$ cat src/rtl/uart_rx_fifo.sv
// Receive-side frame buffer behind the UART RX parallelizer: queues {stop, parity, data}
// entries and serves them show-ahead over valid/ready, with overrun and error-count status.
module uart_rx_fifo #(
    parameter int DATA_WIDTH      = 8,
    parameter int DEPTH           = 8,
    parameter int ADDR_WIDTH      = 3,
    parameter int DROP_ERR_FRAMES = 0
) (
    input  logic                  CLK,
    input  logic                  RST,
    input  logic [DATA_WIDTH-1:0] WR_DATA,
    input  logic                  WR_PAR_ERR,
    input  logic                  WR_STP_ERR,
    input  logic                  WR_VALID,
    input  logic                  RD_READY,
    input  logic                  OVR_CLR,
    output logic [DATA_WIDTH-1:0] RD_DATA,
    output logic                  RD_PAR_ERR,
    output logic                  RD_STP_ERR,
    output logic                  RD_VALID,
    output logic [ADDR_WIDTH:0]   FIFO_COUNT,
    output logic                  FULL,
    output logic                  EMPTY,
    output logic                  OVERRUN,
    output logic [7:0]            ERR_CNT
);

    logic [DATA_WIDTH+1:0] mem [DEPTH];
    logic [ADDR_WIDTH:0]   wr_ptr;
    logic [ADDR_WIDTH:0]   rd_ptr;
    logic [DATA_WIDTH+1:0] head;
    logic                  err;
    logic                  drop;
    logic                  pop;
    logic                  store;
    logic                  ovr;

    always_comb begin
        EMPTY      = (wr_ptr == rd_ptr);
        FULL       = (wr_ptr[ADDR_WIDTH] != rd_ptr[ADDR_WIDTH]) &&
                     (wr_ptr[ADDR_WIDTH-1:0] == rd_ptr[ADDR_WIDTH-1:0]);
        FIFO_COUNT = wr_ptr - rd_ptr;
        RD_VALID   = !EMPTY;
        err        = WR_PAR_ERR | WR_STP_ERR;
        drop       = (DROP_ERR_FRAMES != 0) && err;
        pop        = RD_VALID && RD_READY;
        // a pop in the same cycle frees the slot, so a full FIFO still accepts the frame
        store      = WR_VALID && !drop && (!FULL || pop);
        ovr        = WR_VALID && !drop && FULL && !pop;
    end

    // Head is gated so stale memory is never visible after reset or drain
    always_comb begin
        head       = mem[rd_ptr[ADDR_WIDTH-1:0]];
        RD_DATA    = EMPTY ? '0 : head[DATA_WIDTH-1:0];
        RD_PAR_ERR = EMPTY ? 1'b0 : head[DATA_WIDTH];
        RD_STP_ERR = EMPTY ? 1'b0 : head[DATA_WIDTH+1];
    end

    always_ff @(posedge CLK) begin
        if (store) begin
            mem[wr_ptr[ADDR_WIDTH-1:0]] <= {WR_STP_ERR, WR_PAR_ERR, WR_DATA};
        end
    end

    always_ff @(posedge CLK or negedge RST) begin
        if (!RST) begin
            wr_ptr  <= '0;
            rd_ptr  <= '0;
            OVERRUN <= 1'b0;
            ERR_CNT <= '0;
        end else begin
            if (store) begin
                wr_ptr <= wr_ptr + 1'b1;
            end
            if (pop) begin
                rd_ptr <= rd_ptr + 1'b1;
            end
            if (ovr) begin
                OVERRUN <= 1'b1;
            end else if (OVR_CLR) begin
                OVERRUN <= 1'b0;
            end
            if (WR_VALID && err && (ERR_CNT != 8'hFF)) begin
                ERR_CNT <= ERR_CNT + 8'd1;
            end
        end
    end

endmodule

$ cat config.mk
export PLATFORM = sky130hd
export DESIGN_NAME = uart_rx_fifo
export DESIGN_NICKNAME = d
export VERILOG_FILES = /design/src/rtl/uart_rx_fifo.sv
export SDC_FILE = /design/constraint.sdc
export NUM_CORES = 1
export LEC_CHECK = 0
export BUFFER_PORTS_ARGS = -buffer_cell sky130_fd_sc_hd__buf_2
export CORE_MARGIN = 2
export CORE_UTILIZATION = 53
export DETAILED_ROUTE_END_ITERATION = 6
export HOLD_SLACK_MARGIN = 0.03
export PLACE_DENSITY = 0.76
export RECOVER_POWER = 50
export SETUP_SLACK_MARGIN = 0.3
export SYNTH_ARGS = -nofsm -noshare
export SYNTH_HDL_FRONTEND = slang
export SYNTH_SLANG_ARGS = --single-unit
$ cat constraint.sdc
create_clock -name CLK -period 2.7 [get_ports CLK]
set_input_delay 0.27 -clock CLK [delete_from_list [all_inputs] [get_ports CLK]]
set_output_delay 0.27 -clock CLK [all_outputs]
set_load 0.02 [all_outputs]
# Yosys cells after proc, flatten, opt, wreduce, memory -nomap -nowiden
# Memory sizes are Yosys's and may differ from the RTL's.
# Cells that the tools add are included.
# classes
n_reduce_logical	12
bitwise_logic	1
add_sub_neg	4
n_eq_ne	4
shift	0
multipliers	0
muxes	7
n_lt_le_gt_ge	0
div	0
# op_table
cell	n
adder 4 x 1 -> 4 bit, second input constant	2
adder 8 x 1 -> 8 bit, second input constant	1
2-to-1 mux 8 bit	1
!= test 8 bit, second input constant	1
logical AND 1 bit	7
2-to-1 mux 1 bit	6
equality test 4 bit	1
subtractor 4 bit	1
equality test 3 bit	1
zero test 1 bit	3
nonzero test 2 bit	1
logical OR 1 bit	1
!= test 1 bit	1
OR 1 bit	1
# totals
memories	1
word_cells	33
in_bits	15
latchBits	0
regBits	17
rom_bits	0
output_inout_bits	26
mem_bits_rw	80
# memory_table
memory	words	word_bits	read_ports	rd_ports_with_merged_regs	write_ports	line	rtl
mem	8	10	1	0	1	28	logic [DATA_WIDTH+1:0] mem [DEPTH];

# Longest topological paths before layout
# Gate-level depths: netlist of the first run.
# depth
word_depth	7
ltp_mapped	7
mapped_depth_nobuf	6

# Worst setup path after synthesis of the first run
# No wires, ideal clock.
# synth_timing
path_type	flip-flop to flip-flop
from	register rd_ptr[2]
to	memory mem[1][0] in the netlist's numbering, enable pin
path_stages_with_launch	7
path_slack_ns	0.240
t_arrival_ns	2.057
period_less_slack_ns	2.460
path_buffers	1
path_cell_list	dfrtp_1 > buf_2 > inv_1 > ha_1 > nand3_1 > nor3_1 > nor4_1
# synth_via
elab_chain_len	7
# synth_rtl
element	line	rtl
start: declaration	30	logic [ADDR_WIDTH:0] rd_ptr;
start signal: assignment	77	rd_ptr <= rd_ptr + 1'b1;
equality test 4 bit / equality test 3 bit (equally long branches)	39, 41	
zero test 1 bit / logical AND 1 bit (equally long branches)	43, 40	
logical AND 1 bit / zero test 1 bit (equally long branches)	46, 48	
logical OR 1 bit (*)	48	store = WR_VALID && !drop && (!FULL || pop);
logical AND 1 bit (*)	48	
2-to-1 mux 1 bit (*)	61	if (store) begin
2-to-1 mux 1 bit (implied by the code) (*)	62	mem[wr_ptr[ADDR_WIDTH-1:0]] <= {WR_STP_ERR, WR_PAR_ERR, WR_DATA};
end: declaration	28	
# Mark *: on every way between the ends. The rest lies on a longest branch, timed or not.

# Final worst setup path of the first run
# layout_timing
from	register wr_ptr[1]
to	memory mem[4][4] in the netlist's numbering, enable pin
# layout_via
elab_chain_len	7
# layout_rtl
element	line	rtl
start: declaration	29	logic [ADDR_WIDTH:0] wr_ptr;
start signal: assignment	74	wr_ptr <= wr_ptr + 1'b1;
equality test 4 bit / equality test 3 bit (equally long branches)	39, 41	
zero test 1 bit / logical AND 1 bit (equally long branches)	43, 40	
logical AND 1 bit / zero test 1 bit (equally long branches)	46, 48	
logical OR 1 bit	48	
logical AND 1 bit	48	
2-to-1 mux 1 bit	61	
2-to-1 mux 1 bit (implied by the code)	62	
# Parallel ways exist; a longest one is shown, timed or not.

==> summary.txt, run 1 <==
Run status
  • Status: complete, no violations

Placed design
  • Placer Congestion: 0.777
  • Post-DP HPWL: 4.76 mm
  • PortBufs: 40
  • Cell Area, Placed: 0.00442 mm²

Detailed routing
  • DRC Markers: 0
  • Total vias in the final route: 2,377
  • ANT nets after route: 0
  • Detailed-router iteration count before antenna repair: 4
  • Avg WL per Cell: 18.3 µm
  • Routed WL: 7.77 mm
  • Vias per cell: 5.59
  • Initial detailed-routing violation count: 179

Power
  • Switching share of power: 40.3%
  • Flop pwr share: 36.7%
  • NetSw: 2.31 mW
  • Leakage: 1.82 nW
  • Combinational share of power: 45.9%
  • Pwr dens: 1220 mW/mm²
  • Worst vdd rail ir drop: 635 µV
  • Clk pwr share: 17.4%
  • Int Power: 3.42 mW

Yosys
  • FFs w/ async S/R, synth: 17.5%
  • Ys Warns: 0
  • Dominant cell type by area after synthesis: edfxtp_1
  • Ranking of synthesized cells by area: edfxtp_1 (59%), dfrtp_1 (10%), mux2i_1 (10%), a221oi_1 (2.2%), a22oi_1 (1.8%)
  • Post-synth EDFFs: 80
  • Synth top area share: 59.1%
  • Syn Area/Cell: 15.4 µm²
  • Post-Syn Area: 0.00407 mm²
  • Seq cells post-synth: 97
  • Synthesized Nets: 286
  • Instance count of the mapped netlist: 264
  • Distinct cell type count after synthesis: 35
  • Post-synthesis sequential area ratio: 69.5%
  • Dominant synthesized flop cell: edfxtp_1
  • Most frequent cell after synthesis: edfxtp_1
  • Synth top cells by count: edfxtp_1 (80), mux2i_1 (41), nand2_1 (18)

Timing
  • Max-slew violations: 0
  • Setup Total Neg Slack: 0 ns
  • RSZ-0062 raised after global routing: true
  • Setup Skew: 0.0181 ns
  • Post-route minimum period: 2.30 ns
  • Finish-stage setup viols: 0
  • Slew @ Worst Pin: 0.997 ns
  • Achievable clock frequency: 435 MHz
  • Hold Vio Cnt, Final: 0
  • Slew HR: 33.3%
  • Fin crit share: 85.2%

Die
  • Starting density of the core: 55.5%
  • Die span in y: 91.6 µm
  • I/O Pins: 41
  • Die area: 0.00839 mm²
  • Core ar.: 0.00733 mm²
  • # rows: 31
  • Die width: 91.6 µm

GRT
  • Largest net degree at the start of global routing: 44
  • First-pass GRT wire length: 12.1 mm
  • Number of global-route vias before repair: 2,315
  • Overflow after GRT: 0
  • Initial antenna violation count: 0
  • Total Routing Usage GR: 19.4%

Layout
  • Final core utilization: 64.1%
  • Ant. Diodes: 0
  • Layout cells sized above 1: 21.2%
  • Final instance area: 0.00470 mm²
  • Synth-to-Final Area Change: 15.6%
  • Final #Nets: 343
  • Layout fillers: 540

Clock network
  • CTS tree: built
  • Clk Latency, worst-skew pair: 0.36 ns
  • H-tree depth: 3
  • Cts bufs inserted: 9
  • Root Buffer: clkbuf_8
  • Clock Path Buffers: 2
  • CTS Sinks: 97
  • Clk slew on worst S/H paths: 0.09 ns

Worst setup path
  • Kind of critical path: reg2reg
  • Critical path endpoint category: register
  • R2R Path Start: wr_ptr[1]
  • Worst path arrival time: 2.28 ns
  • CP Data Required Time: 2.68 ns
  • Crit-path max FO: 10
  • CP startpoint kind: register
  • Crit. Startpoint: wr_ptr[1]

Min path
  • Worst Hold Launch: OVR_CLR
  • Worst Hold Class: in2reg

Run
  • Max cap viols: 0
[layer usage]
metal	routed length, µm	global-route usage (%)	share of wire [%]
met5	0	0	0
met4	101	6.82	1.3
met3	377	3.40	4.9
met2	3980	30.6	51
met1	3310	27.3	43
[cell families (layout without fill, tap and decap cells)]
group | count (synthesis) | after routing | synth area share (%)
adder cells (fa/ha/maj) | 7 | 7 | 2.34
multiplexers | 45 | 45 | 11.2
AND/OR/NAND/NOR | 50 | 50 | 5.78
AO/OA/AOI/OAI | 34 | 34 | 6.15
flip-flops | 97 | 97 | 69.5
XOR/XNOR | 11 | 11 | 2.55
buffers and inverters | 20 | 82 | 2.46
[cell usage in the layout, fill, tap and decap left out, drive strengths merged]
cell	n
a21oi	4
nand4	4
a41oi	1
xor2	2
buf	36
nand3	7
edfxtp	80
bufinv	1
a21o	1
a31oi	3
or3	1
nand2	19
nor4	1
dfrtp	17
fa	1
ha	6
xnor2	9
clkbuf	28
mux2	4
nor2b	2
nor3	7
mux2i	41
o31ai	1
a221oi	10
and3	1
and2	1
clkinv	1
o21a	2
a22oi	10
dlygate4sd3	1
inv	15
o21ai	2
nor2	7
[path summary, 6_finish.rpt]
check	cells after the start	end	slack (ns)
max	4	mem[4][4]	0.40
min	2	OVERRUN	0.11
max reg2reg	4	mem[4][4]	0.40
min reg2reg	1	wr_ptr[0]	0.53
max in group asynchronous	2	wr_ptr[0]	1.48
min in group asynchronous	2	rd_ptr[1]	0.57
[worst max-delay path, cell delays in order, from the launching register on]
cell and delay [ns]:
dfrtp_1 0.48, ha_1 0.37, nand3_1 0.14, o31ai_1 0.14, nor2_1 0.80
[power by group through the flow]
stage,combinational (mW),sequential (mW),clock (mW)
detailed placement,2.51,2.14,0
finish,2.63,2.10,0.996
CTS,2.53,2.11,1.02
floorplan,1.72,2.17,0
global route,2.88,2.13,1.06
global placement,2.46,2.13,0
[repair_timing]
action / in CTS / in global routing
buffers inserted: 0 / 4
resized for setup: 3 / 11
hold endpoints to repair: 17 / 0
hold buffers: 1 / 0
setup endpoints to repair: 10 / 30
[through the flow]
stage	setup WS, ns	power (mW)	hold slack (ns)	instances
after detailed placement	0.349	4.65	0.221	404
after floorplan	0.478	3.89	-0.0256	264
final	0.399	5.74	0.115	425
after CTS	0.303	5.65	0.101	421
after global placement	0.475	4.58	0.219	404
after global routing	0.240	6.08	0.129	425
[cell type report]
| cell class | count | area, µm² | share of cell area, % |
|---|---|---|---|
| Inverter | 10 | 37.5 | 0.799 |
| Multi-Input combinational cell | 147 | 1170 | 25.0 |
| Timing Repair Buffer | 56 | 318 | 6.76 |
| Clock buffer | 9 | 124 | 2.64 |
| Clock inverter | 7 | 90.1 | 1.92 |
| Tap cell | 99 | 124 | 2.64 |
| Sequential cell | 97 | 2830 | 60.3 |
[flip-flops by register name (all words and copies together), names as in the netlist]
signal,flops
OVERRUN,1
wr_ptr,4
ERR_CNT,8
mem,80
rd_ptr,4
Power figures use the tool's default switching activity.
==> inputs of run 2 (changes only) <==
Settings changed: CAP_MARGIN set to 20, CORE_UTILIZATION 53 to 57, MAX_ROUTING_LAYER set to met4, PLACE_DENSITY 0.76 to 0.77.
Clock period 2.7 ns to 2.5 ns, I/O delays scaled along.
==> run 2 against run 1 <==
Against the previous run: worst hold slack lost 0.043 ns; critical path depth is 3 higher; total power up 14%; final cell count grew 1.9%; final area grew 4.1%; combinational power grew 27%; utilization is 7.5 points higher; sequential cell count unchanged; count of clock-buffer cells in the layout grew 1; critical path type is now reg2out; highest routed layer unchanged.
==> summary.txt, run 2 (synthesis results as in run 1) <==
Run status
  • Status: complete, no violations

Worst setup path
  • Crit path max-delay family: flip-flops
  • Reg-to-reg endpoint: rd_ptr[1]
  • CP Buf/Inv Count: 3 (+3)
  • R2R Path Start: rd_ptr[3]
  • CP cell instances: inv_2 -> ha_4 -> nand4_1 -> buf_6 -> nand2_1 -> a221oi_2 -> buf_4
  • CP Data Required Time: 2.25 ns (-0.43 ns)
  • Crit-path max FO: 6 (-4)
  • Kind of critical path: reg2out
  • Worst path arrival time: 1.91 ns (-0.37 ns)
  • Highest cell delay on the worst timing path: 0.45 ns (-0.35 ns)
  • R2R depth: 7 (+3)
  • Crit. Startpoint: rd_ptr[2]
  • CP startpoint kind: register
  • Slowest CP cell: dfrtp_2
  • Critical path endpoint category: output pin
  • R2r setup slk: 0.48 ns (+0.08 ns)

Clock network
  • Clock Path Buffers: 2 (unchanged)
  • Cts bufs inserted: 9 (unchanged)
  • CTS Sinks: 97 (unchanged)
  • Clk Latency, worst-skew pair: 0.36 ns (about the same)
  • H-tree depth: 3 (unchanged)
  • Root Buffer: clkbuf_8
  • CTS tree: built
  • Clk slew on worst S/H paths: 0.09 ns (about the same)

GRT
  • Number of global-route vias before repair: 2,275 (-1.7%)
  • First-pass GRT wire length: 11.6 mm (-4.7%)
  • Total Routing Usage GR: 20.9% (+1.5 points)
  • Overflow after GRT: 0 (unchanged)
  • Initial antenna violation count: 0 (unchanged)
  • Largest net degree at the start of global routing: 29 (-34%)

Layout
  • Ant. Diodes: 0 (unchanged)
  • Final instance area: 0.00489 mm² (+4.1%)
  • Commonest non-fill, non-tap cell in the layout: edfxtp_1
  • Synth-to-Final Area Change: 20.3%
  • Non-Filler Instances: 433 (+1.9%)
  • Max FFs per register: 80 (unchanged)
  • Commonest cells after routing, fill and taps aside: edfxtp_1 (80), mux2i_1 (41), buf_4 (29)
  • Final #Nets: 354 (+3.2%)
  • Final core utilization: 71.6% (+7.5 points)
  • Layout cells sized above 1: 29.4% (+8.2 points)

Timing
  • Finish-stage setup viols: 0 (unchanged)
  • Post-route minimum period: 2.16 ns
  • Setup Total Neg Slack: 0 ns (unchanged)
  • Slew @ Worst Pin: 0.938 ns (-0.0585 ns)
  • RSZ-0062 raised after global routing: true
  • Setup Skew: 0.00879 ns (-0.00926 ns)
  • Slew HR: 37.5% (+4.1 points)
  • Max-slew violations: 0 (unchanged)
  • Hold Vio Cnt, Final: 0 (unchanged)
  • Fin crit share: 86.4%
  • Achievable clock frequency: 463 MHz

Placed design
  • Cell Area, Placed: 0.00444 mm² (+0.54%)
  • Post-DP HPWL: 4.83 mm (+1.3%)
  • Inst Count DP: 404 (unchanged)
  • Placer Congestion: 0.932 (+20%)
  • PortBufs: 40 (unchanged)

Die
  • Die area: 0.00783 mm² (-6.7%)
  • Core ar.: 0.00683 mm² (-6.8%)
  • Die span in y: 88.5 µm (-3.4%)
  • Die width: 88.5 µm (-3.4%)
  • I/O Pins: 41 (unchanged)
  • # rows: 30 (-3.2%)
  • Starting density of the core: 59.5% (+4.1 points)

Detailed routing
  • Vias per cell: 5.67 (+1.4%)
  • Avg WL per Cell: 18.0 µm (-1.8%)
  • ANT nets after route: 0 (unchanged)
  • Initial detailed-routing violation count: 174 (-2.8%)
  • DRC Markers: 0 (unchanged)
  • Detailed-router iteration count before antenna repair: 5 (+1)
  • Total vias in the final route: 2,455 (+3.3%)
  • Routed WL: 7.77 mm (about the same)

Power
  • NetSw: 2.66 mW (+15%)
  • Flop pwr share: 34.9% (-1.8 points)
  • Switching share of power: 40.6% (+0.24 points)
  • Int Power: 3.90 mW (+14%)
  • Clk pwr share: 14.1% (-3.3 points)
  • Leakage: 1.87 nW (+2.8%)
  • Worst vdd rail ir drop: 697 µV (+9.7%)
  • Combinational share of power: 51.0% (+5.1 points)
  • Pwr dens: 1340 mW/mm² (+9.8%)

Min path
  • Worst Hold Path Cells: 2 (unchanged)
  • Hold Path End: OVERRUN
  • Worst Hold Launch: OVR_CLR
  • Worst Hold Class: in2reg

Run
  • Max cap viols: 0 (unchanged)
-- run 2: cell count changes in the layout (fill, tap and decap cells not counted), sizes merged --
cell / previous run / this run
bufinv: 1 / 0
clkbuf: 28 / 29
clkinvlp: 0 / 2
buf: 36 / 47
inv: 15 / 12
clkinv: 1 / 2
-- run 2: worst max path at each step --
stage,endpoint,slack [ns],depth (start not counted)
final,RD_DATA[4],0.34,7
after global routing,RD_PAR_ERR,0.26,7
after CTS,RD_DATA[1],0.29,6
after detailed placement,mem[4][1],0.38,5
after global placement,mem[4][2],0.46,5
after floorplan,mem[0][0],0.28,4
-- run 2: layout make-up --
type	instances	area, µm²
Clock buffer	10	128
Clock inverter	6	52.6
Fill cell	468	1940
Inverter	10	37.5
Multi-Input combinational cell	147	1300
Sequential cell	97	2830
Tap cell	96	120
Timing Repair Buffer	67	423
-- run 2: repair_timing --
item | 4_1_cts | 5_1_grt
endpoints found under the setup margin | 10 | 14
buffers inserted | 5 | 6
gates cloned | 0 | 1
endpoints found under the hold margin | 17 | 0
pin swaps | 0 | 2
hold buffers | 1 | 0
resized for setup | 10 | 35
-- run 2: power groups by stage --
| stage | clock (mW) | combinational (mW) | sequential [mW] |
|---|---|---|---|
| 6_report | 0.927 | 3.34 | 2.29 |
| 5_1_grt | 1.01 | 3.58 | 2.32 |
| 4_1_cts | 0.937 | 2.87 | 2.27 |
| 3_5_place_dp | 0 | 2.70 | 2.33 |
| 3_3_place_gp | 0 | 2.65 | 2.31 |
| 2_1_floorplan | 0 | 1.86 | 2.34 |
-- run 2: layer usage --
layer	share of wire [%]	up-vias	wire length [µm]	global-route usage (%)
li1	-	1150	-	-
met3	4.5	14	346	3.17
met5	0	-	0	-
met1	45	1215	3480	29.4
met4	1.6	0	122	7.58
met2	49	76	3830	31.5
-- run 2: stage by stage --
stage | hold slack (ns) | setup WS, ns | power (mW)
floorplan | -0.0456 | 0.278 | 4.20
global placement | 0.199 | 0.464 | 4.96
detailed placement | 0.198 | 0.383 | 5.03
CTS | 0.0611 | 0.287 | 6.09
global route | 0.0942 | 0.262 | 6.91
finish | 0.0714 | 0.340 | 6.56
==> inputs of run 3 (changes only) <==
Settings changed: PLACE_DENSITY 0.77 to 0.85.
==> run 3 against run 2 <==
Against the previous run: register-to-register slack hardly changed; via count is 1.7% lower; die area unchanged; sequential cell count unchanged; largest cell class unchanged; worst hold slack better by 0.0070 ns; critical endpoint is now RD_DATA[1]; first-iteration DRC count fell by 21%; final area fell by 0.10%; global-route usage rose by 0.59 points; clock power up 19%.
==> summary.txt, run 3 (synthesis results as in run 1) <==
Timing
  • Post-route minimum period: 2.16 ns (-0.00261 ns)
  • Setup Skew: 0.0108 ns (+0.00201 ns)
  • Fin crit share: 86.3% (-0.10 points)
  • Achievable clock frequency: 463 MHz (+0.12%)
  • Hold Vio Cnt, Final: 0 (unchanged)
  • Worst hold slack: 0.0784 ns (+0.00701 ns)
  • Slew @ Worst Pin: 0.929 ns (-0.00910 ns)
  • Setup Total Neg Slack: 0 ns (unchanged)
  • Max-slew violations: 0 (unchanged)
  • RSZ-0062 raised after global routing: true
  • Slew HR: 38.1% (+0.61 points)
  • Finish-stage setup viols: 0 (unchanged)

GRT
  • Largest net degree at the start of global routing: 44 (+52%)
  • Overflow after GRT: 0 (unchanged)
  • Met3 usage: 4.57% (+1.4 points)
  • First-pass GRT wire length: 11.7 mm (+0.90%)
  • Total Routing Usage GR: 21.5% (+0.59 points)
  • Initial antenna violation count: 0 (unchanged)
  • Grt met1 use: 29.0% (-0.36 points)
  • Layer with the highest usage: met2
  • Met2 Resource Use GR: 32.5% (+0.96 points)
  • Number of global-route vias before repair: 2,269 (-0.26%)

Detailed routing
  • Routed WL: 7.90 mm (+1.6%)
  • Vias per cell: 5.64 (-0.56%)
  • Initial detailed-routing violation count: 137 (-21%)
  • Total vias in the final route: 2,413 (-1.7%)
  • DRC Markers: 0 (unchanged)
  • ANT nets after route: 0 (unchanged)
  • Avg WL per Cell: 18.4 µm (+2.8%)
  • Detailed-router iteration count before antenna repair: 4 (-1)

Clock network
  • H-tree depth: 3 (unchanged)
  • Cts bufs inserted: 9 (unchanged)
  • Root Buffer: clkbuf_8
  • CTS Sinks: 97 (unchanged)
  • Clock Path Buffers: 2 (unchanged)
  • Clk slew on worst S/H paths: 0.08 ns (about the same)
  • CTS tree: built
  • Clk Latency, worst-skew pair: 0.36 ns (about the same)

Placed design
  • Post-DP HPWL: 5.08 mm (+5.3%)
  • Placer Congestion: 0.832 (-11%)
  • PortBufs: 40 (unchanged)

Worst setup path
  • Critical path endpoint category: output pin
  • CP Data Required Time: 2.25 ns (about the same)
  • Crit-path max FO: 6 (unchanged)
  • Worst path arrival time: 1.91 ns (about the same)
  • CP startpoint kind: register
  • Kind of critical path: reg2out

Die
  • Die area: 0.00783 mm² (unchanged)
  • Starting density of the core: 59.5% (unchanged)
  • # rows: 30 (unchanged)
  • I/O Pins: 41 (unchanged)
  • Core ar.: 0.00683 mm² (unchanged)
  • Die span in y: 88.5 µm (unchanged)
  • Die width: 88.5 µm (unchanged)

Power
  • Int Power: 4.06 mW (+4.3%)
  • Worst vdd rail ir drop: 737 µV (+5.8%)
  • Clk pwr share: 16.4% (+2.3 points)
  • Switching share of power: 39.2% (-1.3 points)
  • Pwr dens: 1370 mW/mm² (+2.1%)
  • Leakage: 1.88 nW (+0.16%)
  • Flop pwr share: 34.3% (-0.6 points)
  • NetSw: 2.63 mW (-1.3%)
  • Combinational share of power: 49.3% (-1.7 points)
  • Total power draw: 6.69 mW (+2.0%)

Layout
  • Commonest cells after routing, fill and taps aside: edfxtp_1 (80), mux2i_1 (41), buf_4 (23)
  • Commonest non-fill, non-tap cell in the layout: edfxtp_1
  • Layout fillers: 442 (-5.6%)
  • Ant. Diodes: 0 (unchanged)
  • Synth-to-Final Area Change: 20.2%
  • Multi-input gate area: 0.00128 mm² (-1.2%)
  • Final #Nets: 349 (-1.4%)
  • Max FFs per register: 80 (unchanged)
  • Layout cells sized above 1: 27.4% (-2.0 points)
  • Seq. cell area: 0.00283 mm² (about the same)

Min path
  • Worst Hold Class: in2reg

Run status
  • Status: complete, no violations

Run
  • Max cap viols: 0 (unchanged)
## run 3: changes by cell type in the layout (fill, tap and decap cells not counted), moves of 2 or more
cell / change
clkinv_4: -2
a22oi_1: +5
buf_4: -6
bufinv_16: +2
a22oi_2: -5
## run 3: power groups by stage
stage / clock, mW / combinational (mW) / sequential [mW]
after detailed placement: 0 / 2.64 / 2.33
final: 1.10 / 3.30 / 2.30
after floorplan: 0 / 1.86 / 2.34
after global routing: 1.19 / 3.54 / 2.33
after global placement: 0 / 2.58 / 2.31
after CTS: 1.12 / 2.86 / 2.28
## run 3: area by class of cell
type,count,share of cell area (%)
Sequential cell,97,57.9
Clock inverter,6,1.84
Multi-Input combinational cell,147,26.3
Inverter,10,0.768
Timing Repair Buffer,62,8.11
Tap cell,96,2.46
Clock buffer,10,2.61
## run 3: through the flow
stage          cells  area [µm²]  util (%)  setup slack, ns
2_1_floorplan    264        4080         -            0.278
3_3_place_gp     398        4400      64.4            0.341
3_5_place_dp     398        4400      64.4            0.283
4_1_cts          422        4730      69.2            0.280
5_1_grt          428        4890      71.6            0.246
6_report         428        4890      71.6            0.342
## run 3: what timing repair did
action                                 in CTS  in global routing
pin swaps                                   0                  1
gates cloned                                0                  2
buffers inserted                            7                  4
hold buffers                                1                  0
gates resized for setup                    12                 27
setup endpoints to repair                  35                 41
endpoints found under the hold margin      17                  0
## run 3: worst paths after layout
kind                            from  cells past startpoint    endpoint  slack, ns
max                        wr_ptr[2]                      6  RD_DATA[1]       0.34
min                          OVR_CLR                      2     OVERRUN       0.08
max reg2reg                rd_ptr[1]                      5   mem[6][9]       0.47
min reg2reg                  OVERRUN                      2     OVERRUN       0.54
max in group asynchronous        RST                      2   wr_ptr[1]       1.33
min in group asynchronous        RST                      2   rd_ptr[2]       0.55
## run 3: routing by layer
layer | share of wire (%) | vias up
met5 | 0 | -
met4 | 2.1 | 0
met3 | 3.6 | 16
met2 | 50 | 50
met1 | 44 | 1211
li1 | - | 1136
## run 3: worst max-delay path, stage by stage (launching register included)
cell and delay, ns:
dfrtp_2 0.45, ha_4 0.27, nand4_1 0.21, buf_6 0.17, nand2_1 0.09, a221oi_2 0.17
buf_2 0.20
